[config.mk]
export PLATFORM = sky130hd
export DESIGN_NAME = update_receiver
export DESIGN_NICKNAME = d
export VERILOG_FILES = /design/src/rtl/update_receiver.sv
export SDC_FILE = /design/constraint.sdc
export NUM_CORES = 1
export LEC_CHECK = 0
export BUFFER_PORTS_ARGS = -buffer_cell sky130_fd_sc_hd__clkbuf_2
export CORE_ASPECT_RATIO = 2
export CORE_MARGIN = 2
export CORE_UTILIZATION = 40
export DETAILED_ROUTE_END_ITERATION = 16
export RECOVER_POWER = 50
export SYNTH_ARGS = -nofsm -noshare
export SYNTH_HDL_FRONTEND = slang
export SYNTH_SLANG_ARGS = --single-unit
[constraint.sdc]
create_clock -name clk -period 9.6 [get_ports clk]
set_input_delay 1.44 -clock clk [delete_from_list [all_inputs] [get_ports clk]]
set_output_delay 1.44 -clock clk [all_outputs]
set_load 0.005 [all_outputs]
[src/rtl/update_receiver.sv]
// Update receiver: buffers scheduler updates in a FIFO behind a registered output stage
// and tracks iteration drain. Optional per-iteration update counter: UPDATE_RECV_COUNT_EN.
`ifndef V_ID_WIDTH
`define V_ID_WIDTH 32
`endif
`ifndef V_VALUE_WIDTH
`define V_VALUE_WIDTH 32
`endif

module update_receiver #(
   parameter int V_ID_WIDTH    = `V_ID_WIDTH,
   parameter int V_VALUE_WIDTH = `V_VALUE_WIDTH,
   parameter int FIFO_DEPTH    = 16,
   parameter int FULL_THRESH   = 12
) (
   input  logic                     clk,
   input  logic                     rst_n,
   input  logic                     push_flag,
   input  logic [V_ID_WIDTH-1:0]    update_v_id,
   input  logic [V_VALUE_WIDTH-1:0] update_v_value,
   input  logic                     pull_first_flag,
   input  logic                     update_v_valid,
   input  logic                     iteration_end,
   input  logic                     iteration_end_valid,
   input  logic                     out_ready,
   output logic                     next_stage_full,
   output logic                     out_push_flag,
   output logic                     out_pull_first_flag,
   output logic [V_ID_WIDTH-1:0]    out_v_id,
   output logic [V_VALUE_WIDTH-1:0] out_v_value,
   output logic                     out_valid,
   output logic                     iter_done,
`ifdef UPDATE_RECV_COUNT_EN
   output logic [31:0]              iter_update_count,
`endif
   output logic                     overflow
);

   localparam int PW = $clog2(FIFO_DEPTH);
   localparam int CW = PW + 1;

   typedef struct packed {
      logic                     push;
      logic                     pull_first;
      logic [V_ID_WIDTH-1:0]    id;
      logic [V_VALUE_WIDTH-1:0] value;
   } beat_t;

   typedef enum logic [1:0] {S_RUN, S_DRAIN, S_DONE} state_t;

   beat_t           r_mem [FIFO_DEPTH];
   logic [PW-1:0]   r_wr_ptr, r_rd_ptr;
   logic [CW-1:0]   r_fifo_cnt;
   beat_t           r_out;
   logic            r_out_valid;
   logic            r_nsf;
   logic            r_overflow;
   logic            r_iter_done;
   state_t          r_state;

   beat_t           w_in;
   logic            w_xfer, w_load, w_fifo_empty, w_rd, w_wr, w_drain_done;
   logic [CW-1:0]   w_occ;

   // Occupancy counts every beat held here, including the one in the output stage.
   assign w_in         = '{push: push_flag, pull_first: pull_first_flag,
                           id: update_v_id, value: update_v_value};
   assign w_xfer       = r_out_valid && out_ready;
   assign w_load       = !r_out_valid || out_ready;
   assign w_fifo_empty = (r_fifo_cnt == '0);
   assign w_rd         = w_load && !w_fifo_empty;
   assign w_occ        = r_fifo_cnt + CW'(r_out_valid);
   assign w_wr         = update_v_valid && ((w_occ != CW'(FIFO_DEPTH)) || w_xfer);
   assign w_drain_done = w_fifo_empty && !r_out_valid && !update_v_valid;

   // NOTE: storage array has no reset; validity lives entirely in the pointers/count.
   always_ff @(posedge clk) begin
      if (w_wr) r_mem[r_wr_ptr] <= w_in;
   end

   // NOTE: all sequential state uses non-blocking assignments so every register
   // samples the pre-edge values of its neighbours.
   always_ff @(posedge clk or negedge rst_n) begin
      if (!rst_n) begin
         r_wr_ptr    <= '0;
         r_rd_ptr    <= '0;
         r_fifo_cnt  <= '0;
         r_out       <= '0;
         r_out_valid <= 1'b0;
         r_nsf       <= 1'b0;
         r_overflow  <= 1'b0;
      end else begin
         if (w_wr) r_wr_ptr <= r_wr_ptr + 1'b1;
         if (w_rd) r_rd_ptr <= r_rd_ptr + 1'b1;
         r_fifo_cnt <= r_fifo_cnt + CW'(w_wr) - CW'(w_rd);
         if (w_load) r_out_valid <= !w_fifo_empty;
         if (w_rd)   r_out       <= r_mem[r_rd_ptr];
         r_nsf <= (w_occ >= CW'(FULL_THRESH));
         if (update_v_valid && !w_wr) r_overflow <= 1'b1;
      end
   end

   always_ff @(posedge clk or negedge rst_n) begin
      if (!rst_n) begin
         r_state     <= S_RUN;
         r_iter_done <= 1'b0;
      end else begin
         case (r_state)
            S_RUN: begin
               r_iter_done <= 1'b0;
               if (iteration_end && iteration_end_valid) r_state <= S_DRAIN;
            end
            S_DRAIN: begin
               if (w_drain_done) begin
                  r_state     <= S_DONE;
                  r_iter_done <= 1'b1;
               end
            end
            S_DONE: begin
               r_state     <= S_RUN;
               r_iter_done <= 1'b0;
            end
            default: begin
               r_state     <= S_RUN;
               r_iter_done <= 1'b0;
            end
         endcase
      end
   end

`ifdef UPDATE_RECV_COUNT_EN
   logic [31:0] r_upd_cnt;
   logic [31:0] r_iter_cnt_out;

   // A write landing in the DONE cycle is the first one of the next iteration.
   always_ff @(posedge clk or negedge rst_n) begin
      if (!rst_n) begin
         r_upd_cnt      <= '0;
         r_iter_cnt_out <= '0;
      end else begin
         if (r_state == S_DONE) r_upd_cnt <= 32'(w_wr);
         else                   r_upd_cnt <= r_upd_cnt + 32'(w_wr);
         if (r_state == S_DRAIN && w_drain_done) r_iter_cnt_out <= r_upd_cnt;
      end
   end

   assign iter_update_count = r_iter_cnt_out;
`endif

   assign next_stage_full     = r_nsf;
   assign out_push_flag       = r_out.push;
   assign out_pull_first_flag = r_out.pull_first;
   assign out_v_id            = r_out.id;
   assign out_v_value         = r_out.value;
   assign out_valid           = r_out_valid;
   assign iter_done           = r_iter_done;
   assign overflow            = r_overflow;

endmodule

==> flow_summary.ini <==
[synthesis]
synth_area_leaders = edfxtp_1 74%, mux4_2 14%, dfrtp_1 4.9%
synth_area_mm2 = 0.0430
ys_warn_count = 0
synth.top_cell.area_share = 0.738
syn_inst = 1882
ys_seq_area_frac = 0.787
ys_types = 38
synth_top_cell_by_area = edfxtp_1
synth.most_common_cell = edfxtp_1
async_flop_share = 0.0745
syn_area_per_cell_um2 = 22.8
syn_nets = 1970
synth-edff-count = 1056
yosys_register_bits = 1141
synthTopCellsByCount = 1056 x edfxtp_1, 264 x mux4_2, 133 x o22ai_1, 85 x dfrtp_1, 71 x a21oi_1
synthFlopType = edfxtp_1

[die]
num_rows = 170
dieHeight_um = 468
initial_core_util = 0.402
die-area_mm2 = 0.110
coreArea_mm2 = 0.107
fp.dieW_um = 236
ios = 142

[placement]
placedCellCount = 3327
port_buffers = 141
routabilityCongestion = 0.749
dp_hpwl_mm = 52.9

[cells_and_area]
fill_cells = 8899
nNetsFinal = 2137
area_growth_pct = 13.1
drive_gt1_frac = 0.278
finalNonFillerCells = 3511

[clock_tree]
clockBufferDepth = 3
postCtsSetupBuffers = 0
clk_pin_slew_worst_paths_ns = 0.06
htree_levels = 3
clock_latency_ns = 0.70
clkSinkCount = 1141
numCtsBuffers = 96
cts_tree = built
clockRootBuffer = clkbuf_16
hold_buffers = 0
cts_resized = 0

[sta]
period_minus_slack_ns = 5.58
final_hold_viol_count = 0
fin_skew_ns = 0.0315
setup_tns_ns = 0
drv_slew = 134
tightestPinTransition_ns = 3.85
finalSetupViolations = 0
finalCritPeriodShare = 0.582
relSlewSlack = -1.57
fmax_mhz = 179
rsz0062_at_grt = false

[detailed_routing]
dr.pass1.iters = 5
detail_route.iter0.violations = 1531
vias_per_cell = 5.60
drc = 0
drtAntennaViolNets = 0
vias = 19669
routed_wl_mm = 97.1
routedWlPerCell_um = 27.7

[power_and_ir_drop]
net-switching-power_w = 0.00412
intPower_w = 0.0102
clockPowerShare = 0.293
power_switching_share = 0.287
ir_drop_mv = 0.230
p_leak_nw = 15.2
p_comb_frac = 0.255
p_total_w = 0.0143
seq_power_share = 0.452
p_per_area_mw_per_mm2 = 295

[run_status]
violations = capacitance limit, slew limit
status = complete, but fails checks

[critical_path]
cp-start-kind = flop
crit_fanout = 64
cp-end-kind = flop
cpMostUsedCell = ha_1
cp_data_required_time_ns = 10.21
critical-path-top-delay-family = simple AND/OR/NAND/NOR gates
cp_slowest_cell = and2_0
crit_chain = inv_1, ha_1, or4b_1, and2_0, ha_1, inv_1, ha_1, fa_1, a21oi_1, nor2_1, nor2_1, xnor2_1
worstSetupPathType = flop to flop
crit_arrival_ns = 6.20
cp_slowest_stage_delay_ns = 2.78
crit_buf_inv = 2

[global_route]
grt_start_max_net_pins = 145
grt_use_total = 0.179
grt-ovfl-total = 0
antenna_found_initial = 7
grt_pass1_wl_mm = 144
grt_pass1_vias = 21337

[hold_path]
hold_path.class = flop to flop

[flow_run]
maxCapViolCount = 3
[power groups by stage]
stage / Combinational, W / Clock (W) / Sequential, W
5_1_grt: 0.00397 / 0.00444 / 0.00654
6_report: 0.00366 / 0.00420 / 0.00648
4_1_cts: 0.00378 / 0.00429 / 0.00649
3_5_place_dp: 0.00376 / 0 / 0.00660
3_3_place_gp: 0.00372 / 0 / 0.00657
2_1_floorplan: 0.00276 / 0 / 0.00639
[through the flow]
| stage | utilization | instance area (µm²) | hold slack [ns] | setup WS (ns) |
|---|---|---|---|---|
| final | 0.454 | 48600 | 0.460 | 4.02 |
| after global routing | 0.454 | 48600 | 0.489 | 3.57 |
| after CTS | 0.455 | 48700 | 0.467 | 5.63 |
| after detailed placement | 0.423 | 45300 | 0.455 | 5.35 |
| after global placement | 0.423 | 45300 | 0.440 | 5.40 |
| after floorplan | - | 43000 | 0.426 | 0.306 |
[placed cells by master, fill, tap and decap left out, types with 2 or more instances in the layout]
cell / Yosys / layout
clkinv_1: 0 / 11
a211oi_1: 2 / 2
xor2_1: 3 / 3
bufinv_16: 0 / 17
dfrtp_4: 0 / 3
clkbuf_1: 52 / 109
nand2b_1: 3 / 2
dfrtp_1: 85 / 82
clkinv_8: 0 / 3
a21o_1: 2 / 2
clkbuf_8: 0 / 12
xnor2_1: 9 / 9
inv_6: 0 / 2
a21oi_1: 71 / 71
clkbuf_16: 0 / 96
nor2_4: 0 / 9
diode_2: 0 / 2
nor2_1: 14 / 5
inv_1: 8 / 8
nand3_1: 5 / 4
clkinv_16: 0 / 2
o211ai_1: 2 / 2
buf_12: 0 / 2
nor3b_1: 2 / 2
mux2_2: 66 / 66
edfxtp_1: 1056 / 1056
nand3b_1: 6 / 6
mux2_1: 2 / 2
ha_1: 15 / 15
clkinv_2: 0 / 13
nor3_2: 0 / 3
o22ai_1: 133 / 133
mux4_2: 264 / 264
nand2_1: 6 / 6
clkbuf_2: 0 / 57
buf_4: 7 / 33
nor4b_2: 0 / 4
nand4_1: 2 / 2
[worst register-to-register path: cells and delay by family (launching register included)]
kind | cells | cell delay [ns]
compound gates | 1 | 0.20
xor+xnor | 1 | 0.12
fa+ha+maj | 4 | 1.31
buf+inv | 2 | 0.17
flops | 1 | 0.46
simple gates | 4 | 3.24
[final timing paths]
path / from / to / slack (ns) / depth (start not counted)
min in group asynchronous: rst_n / next_stage_full$_DFF_PN0_ / 1.97 / 1
hold reg to reg: r_state[1]$_DFFE_PN0P_ / r_state[0]$_DFFE_PN0P_ / 0.46 / 1
setup / recovery: r_fifo_cnt[2]$_DFF_PN0_ / r_fifo_cnt[4]$_DFF_PN0_ / 4.02 / 12
hold / removal: r_state[1]$_DFFE_PN0P_ / r_state[0]$_DFFE_PN0P_ / 0.46 / 1
setup reg to reg: r_fifo_cnt[2]$_DFF_PN0_ / r_fifo_cnt[4]$_DFF_PN0_ / 4.02 / 12
max in group asynchronous: rst_n / r_rd_ptr[3]$_DFFE_PN0P_ / 5.12 / 1
[metal layers]
| layer | wire length (µm) | global-route usage |
|---|---|---|
| met1 | 38000 | 0.217 |
| met2 | 52100 | 0.323 |
| met3 | 3920 | 0.0237 |
| met4 | 3050 | 0.0671 |
| met5 | 51 | 0 |
[area by class of cell]
class | count | area, µm² | share of cell area
Tap cell | 1376 | 1720 | 0.0354
Timing Repair Buffer | 177 | 892 | 0.0184
Clock buffer | 132 | 2660 | 0.0547
Antenna cell | 2 | 5.00 | 0.000103
Sequential cell | 1141 | 33800 | 0.696
Inverter | 9 | 33.8 | 0.000695
Multi-Input combinational cell | 624 | 8690 | 0.179
Clock inverter | 50 | 762 | 0.0157
[flip-flops by register name (all words and copies together), names as in the netlist]
signal and flops:
out_v_id 32, out_pull_first_flag 1, r_state 2, out_v_value 32
overflow 1, next_stage_full 1, out_push_flag 1, r_rd_ptr 4
r_mem 1056, out_valid 1, r_fifo_cnt 5, iter_done 1
r_wr_ptr 4
[logic make-up after synthesis]
family,synth area share
DFF,0.787
muxes,0.156
AOI/OAI and AO/OA,0.0291
buffers and inverters,0.0138
and+or+nand+nor,0.00669
adders and majority gates,0.00483
xor gates and xnor gates,0.00244
No activity file was read; power rests on OpenSTA's default activity.
